[config.mk]
export PLATFORM = sky130hd
export DESIGN_NAME = sorted_insert_ctrl
export DESIGN_NICKNAME = d
export VERILOG_FILES = /design/src/rtl/sorted_insert_ctrl.sv
export SDC_FILE = /design/constraint.sdc
export NUM_CORES = 1
export LEC_CHECK = 0
export BUFFER_PORTS_ARGS = -buffer_cell sky130_fd_sc_hd__buf_2
export CORE_UTILIZATION = 60
export DETAILED_ROUTE_END_ITERATION = 6
export PLACE_DENSITY = 0.78
export SLEW_MARGIN = 20
export SYNTH_ARGS = -nofsm -noshare
export SYNTH_HDL_FRONTEND = slang
export SYNTH_SLANG_ARGS = --single-unit
[constraint.sdc]
create_clock -name clk -period 8.3 [get_ports clk]
set_input_delay 1.66 -clock clk [delete_from_list [all_inputs] [get_ports clk]]
set_output_delay 1.66 -clock clk [all_outputs]
set_load 0.02 [all_outputs]
[src/rtl/sorted_insert_ctrl.sv]
// Sorted insert array controller: keeps DEPTH values in ascending
// unsigned order and drains them in order on flush.
// Ports: clk, rst_n (sync, active-low); in_valid/in_ready/in_data
// insert stream; flush drain request; out_valid/out_ready/out_data/
// out_last drain stream; count/full/empty occupancy; busy = not IDLE.
module sorted_insert_ctrl #(
    parameter int DATA_WIDTH = 32,
    parameter int DEPTH      = 8,
    parameter int CNT_WIDTH  = $clog2(DEPTH + 1)
) (
    input  logic                  clk,
    input  logic                  rst_n,
    input  logic                  in_valid,
    output logic                  in_ready,
    input  logic [DATA_WIDTH-1:0] in_data,
    input  logic                  flush,
    output logic                  out_valid,
    input  logic                  out_ready,
    output logic [DATA_WIDTH-1:0] out_data,
    output logic                  out_last,
    output logic [CNT_WIDTH-1:0]  count,
    output logic                  full,
    output logic                  empty,
    output logic                  busy
);

    localparam int IDX_W = $clog2(DEPTH);

    typedef enum logic [1:0] {
        IDLE,
        FIND,
        INSERT,
        DRAIN
    } state_t;

    state_t                state;
    state_t                state_nxt;
    logic [DATA_WIDTH-1:0] arr [DEPTH];
    logic [DATA_WIDTH-1:0] cap;
    logic [CNT_WIDTH-1:0]  pos;
    logic [CNT_WIDTH-1:0]  pos_calc;
    logic [CNT_WIDTH-1:0]  rd_ptr;
    logic [IDX_W-1:0]      rd_idx;

    assign rd_idx = rd_ptr[IDX_W-1:0];

    always_ff @(posedge clk) begin
        if (!rst_n) state <= IDLE;
        else        state <= state_nxt;
    end

    // Handshake outputs are gated by rst_n so nothing
    // is offered or accepted while reset is held.
    always_comb begin
        state_nxt = state;
        in_ready  = 1'b0;
        out_valid = 1'b0;
        out_last  = 1'b0;
        out_data  = arr[rd_idx];
        busy      = (state != IDLE);
        unique case (state)
            IDLE: begin
                in_ready = rst_n && !full && !flush;
                if (flush) begin
                    if (!empty) state_nxt = DRAIN;
                end else if (in_valid && in_ready) begin
                    state_nxt = FIND;
                end
            end
            FIND:   state_nxt = INSERT;
            INSERT: state_nxt = IDLE;
            DRAIN: begin
                out_valid = rst_n;
                out_last  = rst_n &&
                            (rd_ptr == count - CNT_WIDTH'(1));
                if (out_valid && out_ready && out_last)
                    state_nxt = IDLE;
            end
            default: state_nxt = IDLE;
        endcase
    end

    // Insert position = number of live entries <= captured value,
    // so equal values land after existing ones.
    always_comb begin
        pos_calc = '0;
        for (int i = 0; i < DEPTH; i++) begin
            if (CNT_WIDTH'(i) < count && arr[i] <= cap)
                pos_calc = pos_calc + CNT_WIDTH'(1);
        end
    end

    always_ff @(posedge clk) begin
        if (!rst_n) begin
            for (int i = 0; i < DEPTH; i++) arr[i] <= '0;
            cap    <= '0;
            pos    <= '0;
            rd_ptr <= '0;
            count  <= '0;
            full   <= 1'b0;
            empty  <= 1'b1;
        end else begin
            unique case (state)
                IDLE: begin
                    if (in_valid && in_ready) cap <= in_data;
                end
                FIND: pos <= pos_calc;
                INSERT: begin
                    if (pos == '0) arr[0] <= cap;
                    for (int i = 1; i < DEPTH; i++) begin
                        if (CNT_WIDTH'(i) == pos)
                            arr[i] <= cap;
                        else if (CNT_WIDTH'(i) > pos &&
                                 CNT_WIDTH'(i) <= count)
                            arr[i] <= arr[i-1];
                    end
                    count <= count + CNT_WIDTH'(1);
                    full  <= (count + CNT_WIDTH'(1) ==
                              CNT_WIDTH'(DEPTH));
                    empty <= 1'b0;
                end
                DRAIN: begin
                    if (out_valid && out_ready) begin
                        if (out_last) begin
                            rd_ptr <= '0;
                            count  <= '0;
                            full   <= 1'b0;
                            empty  <= 1'b1;
                        end else begin
                            rd_ptr <= rd_ptr + CNT_WIDTH'(1);
                        end
                    end
                end
                default: ;
            endcase
        end
    end

endmodule
# --- Word level (Yosys, flattened, before mapping) ---
# Memory sizes are Yosys's and may differ from the RTL's. A register that Yosys moved wholly into a read port is not among the register bits.
# Cells that the tools add are included.
word_totals:
  ramBits: 256
  mem_count: 1
  output_inout_bits: 42
  regBits: 48
  input_bits: 37
  wordCells: 224
mem_list:
  columns: ["name", "words", "word_bits", "rd", "rd_clocked_by_memory_dff", "write_ports", "line_no", "text"]
  rows:
  - ["arr", 8, 32, 9, 1, 8, "38", "logic [DATA_WIDTH-1:0] arr [DEPTH];"]
classes:
  n_eq_ne: 17
  n_mux: 111
  order_cmp: 30
  n_reduce_logical: 33
  bitwise_logic: 15
  addsub: 10
op_table:
  columns: ["operator", "n"]
  rows:
  - ["$mux 32", 15]
  - ["$le 32x32->1", 8]
  - ["$mux 1", 76]
  - ["$mux 4", 10]
  - ["$add 4x1->4 const B", 9]
  - ["$logic_and 1x1->1", 23]
  - ["$eq 3x4->1 const A", 4]
  - ["$gt 3x4->1 const A", 4]
  - ["$le 3x4->1 const A", 4]
  - ["$lt 3x4->1 const A", 4]
  - ["$or 1x1->1", 15]
  - ["$eq 2x4->1 const A", 2]
  - ["$gt 2x4->1 const A", 2]
  - ["$le 2x4->1 const A", 2]
  - ["$lt 1x4->1 const A", 2]
  - ["$lt 2x4->1 const A", 2]
  - ["$mux 2", 4]
  - ["$pmux 2 s4", 1]
  - ["$pmux 4 s2", 1]
  - ["$mux 3", 2]
  - ["$ne 2x2->1 const B", 3]
  - ["$ne 3x3->1 const B", 2]
  - ["$reduce_and 3->1", 2]
  - ["$eq 1x4->1 const A", 1]
  - ["other kinds (13)", 18]

# --- Depth between registers and ports, before layout ---
# An unclocked memory read counts as a cell.
logic_depth:
  word_depth: 18
  ltp_mapped: 35
  depth_no_buf: 34

# --- Worst setup path after synthesis ---
# No wires, ideal clock.
synth_path:
  path_type: "reg2reg"
  from: "register cap[1]"
  to: "register pos[3]"
  arrival_time_ps: 6248
  n_path_buf: 1
  path_stages_with_launch: 32
  setup_slack_ps: 1930
  setup_time_ps: 122
  required_ps: 8178
  synth_period_minus_slack_ps: 6370
  path_cell_list: "dfxtp_1 -> clkbuf_1 -> inv_1 -> ha_1 -> nor2b_1 -> o21a_1 -> o21a_1 -> o21a_1 -> o21a_1 -> o21ai_0 -> nand2b_1 -> a21oi_1 -> nor3_1 -> a211oi_1 -> o21ai_0 -> a21boi_0 -> ha_1 -> or4_1 -> nand3_2 -> ha_1 -> or2b_1 -> o21ai_0 -> xor2_1 -> o21ai_0 -> ha_1 -> inv_1 -> nor2_1 -> xor3_2 -> or4b_1 -> xor2_1 -> o221a_1 -> o311a_1"
synth_via:
  elab_chain_len: 17
  elab_cells_between_ends: 31
  cone_classes: "add/sub (7); order compare (8); mux (8); reduce/logical (8)"
synth_rtl:
  columns: ["element", "line_no", "text"]
  rows:
  - ["from (decl)", "39", "logic [DATA_WIDTH-1:0] cap;"]
  - ["from (signal assigned)", "105", "if (in_valid && in_ready) cap <= in_data;"]
  - ["$le 32x32->1", "88", "if (CNT_WIDTH'(i) < count && arr[i] <= cap)"]
  - ["$logic_and 1x1->1", "88", null]
  - ["$mux 1", "88", null]
  - ["$add 4x1->4", "89", "pos_calc = pos_calc + CNT_WIDTH'(1);"]
  - ["$mux 4", "88", null]
  - ["$add 4x1->4", "89", null]
  - ["$mux 4", "88", null]
  - ["$add 4x1->4", "89", null]
  - ["$mux 4", "88", null]
  - ["$add 4x1->4", "89", null]
  - ["$mux 4", "88", null]
  - ["$add 4x1->4", "89", null]
  - ["$mux 4", "88", null]
  - ["$add 4x1->4", "89", null]
  - ["$mux 4", "88", null]
  - ["$add 4x1->4", "89", null]
  - ["$mux 4 *", "88", null]
  - ["to (signal assigned)", "107", "FIND: pos <= pos_calc;"]
  - ["to (decl)", "40", "logic [CNT_WIDTH-1:0] pos;"]
# Mark *: on every way between the ends. The rest lies on a longest branch, timed or not.
# A chain may end at the register's enable or synchronous reset.

# --- Worst setup path in the final report ---
# Same ends and word-level chain as after synthesis.

==> metrics.md <==
| Metric | Value |
|---|---|
| Worst min-delay path startpoint | `empty$_SDFFE_PN1P_` |
| Critical path fanouts, max | `9` |
| Critical path's largest stage delay | `570 ps` |
| P_leak | `8.420 nW` |
| Yosys reg bits | `307` |
| Worst Setup Start Kind | `flop` |
| Post-layout min period | `between 7000 and 8000 ps` |
| Sw Pwr | `0.001073 W` |
| WHS | `roughly 500 ps` |
| Resized Gates After CTS | `0` |
| Sw Share | `between 20% and 30%` |
| Sequential Power Share | `between 40% and 50%` |
| Die W | `189.9 µm` |
| Max_cap viols | `0` |
| Drt first pass iters | `5` |
| GPL Wtd Cong | `~1` |
| Clock root buffer | `clkbuf_16` |
| Postcts setup bufs | `0` |
| Row cnt | `68` |
| Worst Path Arrival | `7540 ps` |
| Vias | `18.21k` |
| Top cells by area, synth | `edfxtp_1 (36%), ha_1 (16%), mux4_2 (6.8%)` |
| Layout cells sized above 1 | `14.44%` |
| Vias per std cell | `7.268` |
| Status | `finished clean` |
| Crit. Startpoint | `cap[1]$_SDFFE_PN0P_` |
| Drt wl/cell | `around 30 µm` |
| # diodes | `0` |
| # setup viols final | `0` |
| Hold Vio Cnt, Final | `0` |
| RSZ-0062 raised after global routing | `false` |
| Grt ovf | `0` |
| Worst path required time | `around 8700 ps` |
| TritonCTS Buffers | `36` |
| Cell count after synthesis | `between 2k and 2.5k` |
| Synth Flop Type | `edfxtp_1` |
| Top cell type by total area after synthesis | `edfxtp_1` |
| FMAX | `0.1406 GHz` |
| Reg2reg start | `cap[1]$_SDFFE_PN0P_` |
| H-Tree Depth | `2` |
| Ys async rst share | `0%` |
| Yosys top cell area share | `36.28%` |
| Routed met1 length | `roughly 29 mm` |
| # DRC | `0` |
| Final nets | `between 2k and 2.5k` |
| Combinational cell fraction of total power | `a little over an eighth` |
| Routed wl met3 | `11.73 mm` |
| Vias in the first global route | `17.48k` |
| Worst Hold Class | `flop to flop` |
| Crit path kind | `flop to flop` |
| Netlist cell types | `71` |
| Worst-Margin Slew | `about 1200 ps` |
| Avg Inst Size Synth | `10.49 µm²` |
| PortBufs | `78` |
| Total negative slack | `0 ps` |
| First-pass GRT wire length | `roughly 110 mm` |
| Met2 WL | `30.52 mm` |
| Synth warn | `0` |
| Register area share after synthesis | `41.10%` |
| CTS tree | `built` |
| Tcrit/Tclk final | `85.71%` |
| Skew-Pair Late Insertion Delay | `540 ps` |
| IO Count | `79` |
| Total track usage | `41.75%` |
| FILL cells | `roughly 2.6k` |
| Slowest CP cell | `or4b_1` |
| Slew HR | `21.96%` |
| Max Used Layer | `met4` |
| Starting Density | `roughly three fifths` |
| Routed wire length | `roughly 75 mm` |
| Commonest non-fill, non-tap cell in the layout | `nand2_1` |
| Routed Antenna Nets | `0` |
| Worst vdd ir | `0.1268 mV` |
| Internal | `0.002867 W` |
| EDFF count, synth | `256` |
| Cts hold-fix bufs | `0` |
| Die height | `189.9 µm` |
| Fin Clk Skew | `9.522 ps` |
| Area growth from synthesis to layout | `9.065%` |
| Dpl hpwl | `49.13 mm` |
| Die Area | `36070 µm²` |
| CP Capture Type | `flop` |
| DRT iter0 DRCs | `2596` |
| Clock Power Share | `just over 40%` |
| Power per Cell Area | `between 150 and 200 nW/µm²` |
| Commonest cells after routing, fill and taps aside | `nand2_1 (285), ha_1 (271), edfxtp_1 (256)` |
| Cell area after synthesis | `21190 µm²` |
| Power Total | `0.003939 W` |
| Largest net degree at the start of global routing | `a little under 70` |
| Clk slew on worst S/H paths | `approximately 60 ps` |
| Synthesized Nets | `2327` |
| Max-slew violation count | `0` |
| Initial antenna violation count | `0` |
| CTS Buffer Depth | `3` |
| CORE AREA | `34630 µm²` |
| Clk sink count | `307` |
-- flip-flops by register name, summed over array words and instances (netlist names), named ones only --
| signal | cells |
|---|---|
| count | 4 |
| pos | 4 |
| state | 2 |
| cap | 32 |
| full | 1 |
| arr | 256 |
| rd_ptr | 4 |
| empty | 1 |
-- power groups by stage --
| stage | sequential (W) | combinational, W | clock, W |
|---|---|---|---|
| 2_1_floorplan | 0.00180 | 0.000345 | 0 |
| 3_3_place_gp | 0.00184 | 0.000491 | 0 |
| 3_5_place_dp | 0.00184 | 0.000504 | 0 |
| 4_1_cts | 0.00181 | 0.000510 | 0.00159 |
| 5_1_grt | 0.00182 | 0.000568 | 0.00164 |
| 6_report | 0.00181 | 0.000527 | 0.00160 |
-- cell usage after synthesis (5+ instances only) --
master    number
dfxtp_1       51
edfxtp_1     256
or3_1          7
or4_1          6
nand2b_1      17
a221oi_1       5
a21o_1        21
and3_1         6
nand4_1       54
a22o_1       129
o211ai_1       6
mux2_2        34
a211oi_1      11
nor2_1        59
inv_1         60
buf_1          9
o21ai_0       57
xor2_1         6
clkbuf_1     130
nand2_1      286
and2_1         8
o21a_1        12
nand3_1       59
nor4_1        40
xnor2_1       16
nor3_1        17
mux4_2        64
ha_1         271
a21oi_1      229
nor2b_1       24
-- final timing paths --
check / end / slack [ps] / cells after the start
setup / recovery: pos[3]$_SDFFE_PN0P_ / 1190 / 30
hold / removal: empty$_SDFFE_PN1P_ / 500 / 1
setup reg to reg: pos[3]$_SDFFE_PN0P_ / 1190 / 30
hold reg to reg: empty$_SDFFE_PN1P_ / 500 / 1
-- layer usage --
metal  up-vias  track usage [%]
met2      1504            57.10
li1       7725                -
met5         -           0.4121
met1      8729            58.96
met3       248            15.38
met4         0            17.83
-- through the flow --
stage               std cells  setup slack [ps]  instance area, µm²  util, %
finish                   2505              1186               23110    66.73
global route             2505             719.4               23110    66.73
CTS                      2505              1295               23100    66.72
detailed placement       2442              1351               21970    63.43
global placement         2442              1422               21970    63.43
floorplan                2019              1930               21190        -
-- worst max-delay path: cells and delay by family, from the launching register on --
family	cells	cell delay, ps
AOI/OAI and AO/OA	13	2320
and+or+nand+nor	8	1840
adders and majority gates	4	1180
xor gates and xnor gates	3	880
DFF	1	470
buffers and inverters	2	300
-- cell families (layout without fill, tap and decap cells) --
kind of cell,Yosys count,after routing,synth area share [%]
XOR/XNOR,27,27,1.335
AND/OR/NAND/NOR,603,603,13.52
multiplexers,100,100,8.704
AO/OA/AOI/OAI,509,509,15.73
buffers and inverters,202,233,3.608
flip-flops,307,307,41.10
adder cells (fa/ha/maj),271,271,16.00
-- cell type report --
type / count / area (µm²) / area share (%)
clock buffers: 53 / 1016 / 4.397
clock inverters: 10 / 122.6 / 0.5306
inverters: 60 / 227.7 / 0.9854
multi-input cells: 1510 / 11830 / 51.17
flip-flops and latches: 307 / 8717 / 37.72
well taps: 455 / 569.3 / 2.464
repair buffers: 110 / 630.6 / 2.729
Power figures use the tool's default switching activity.
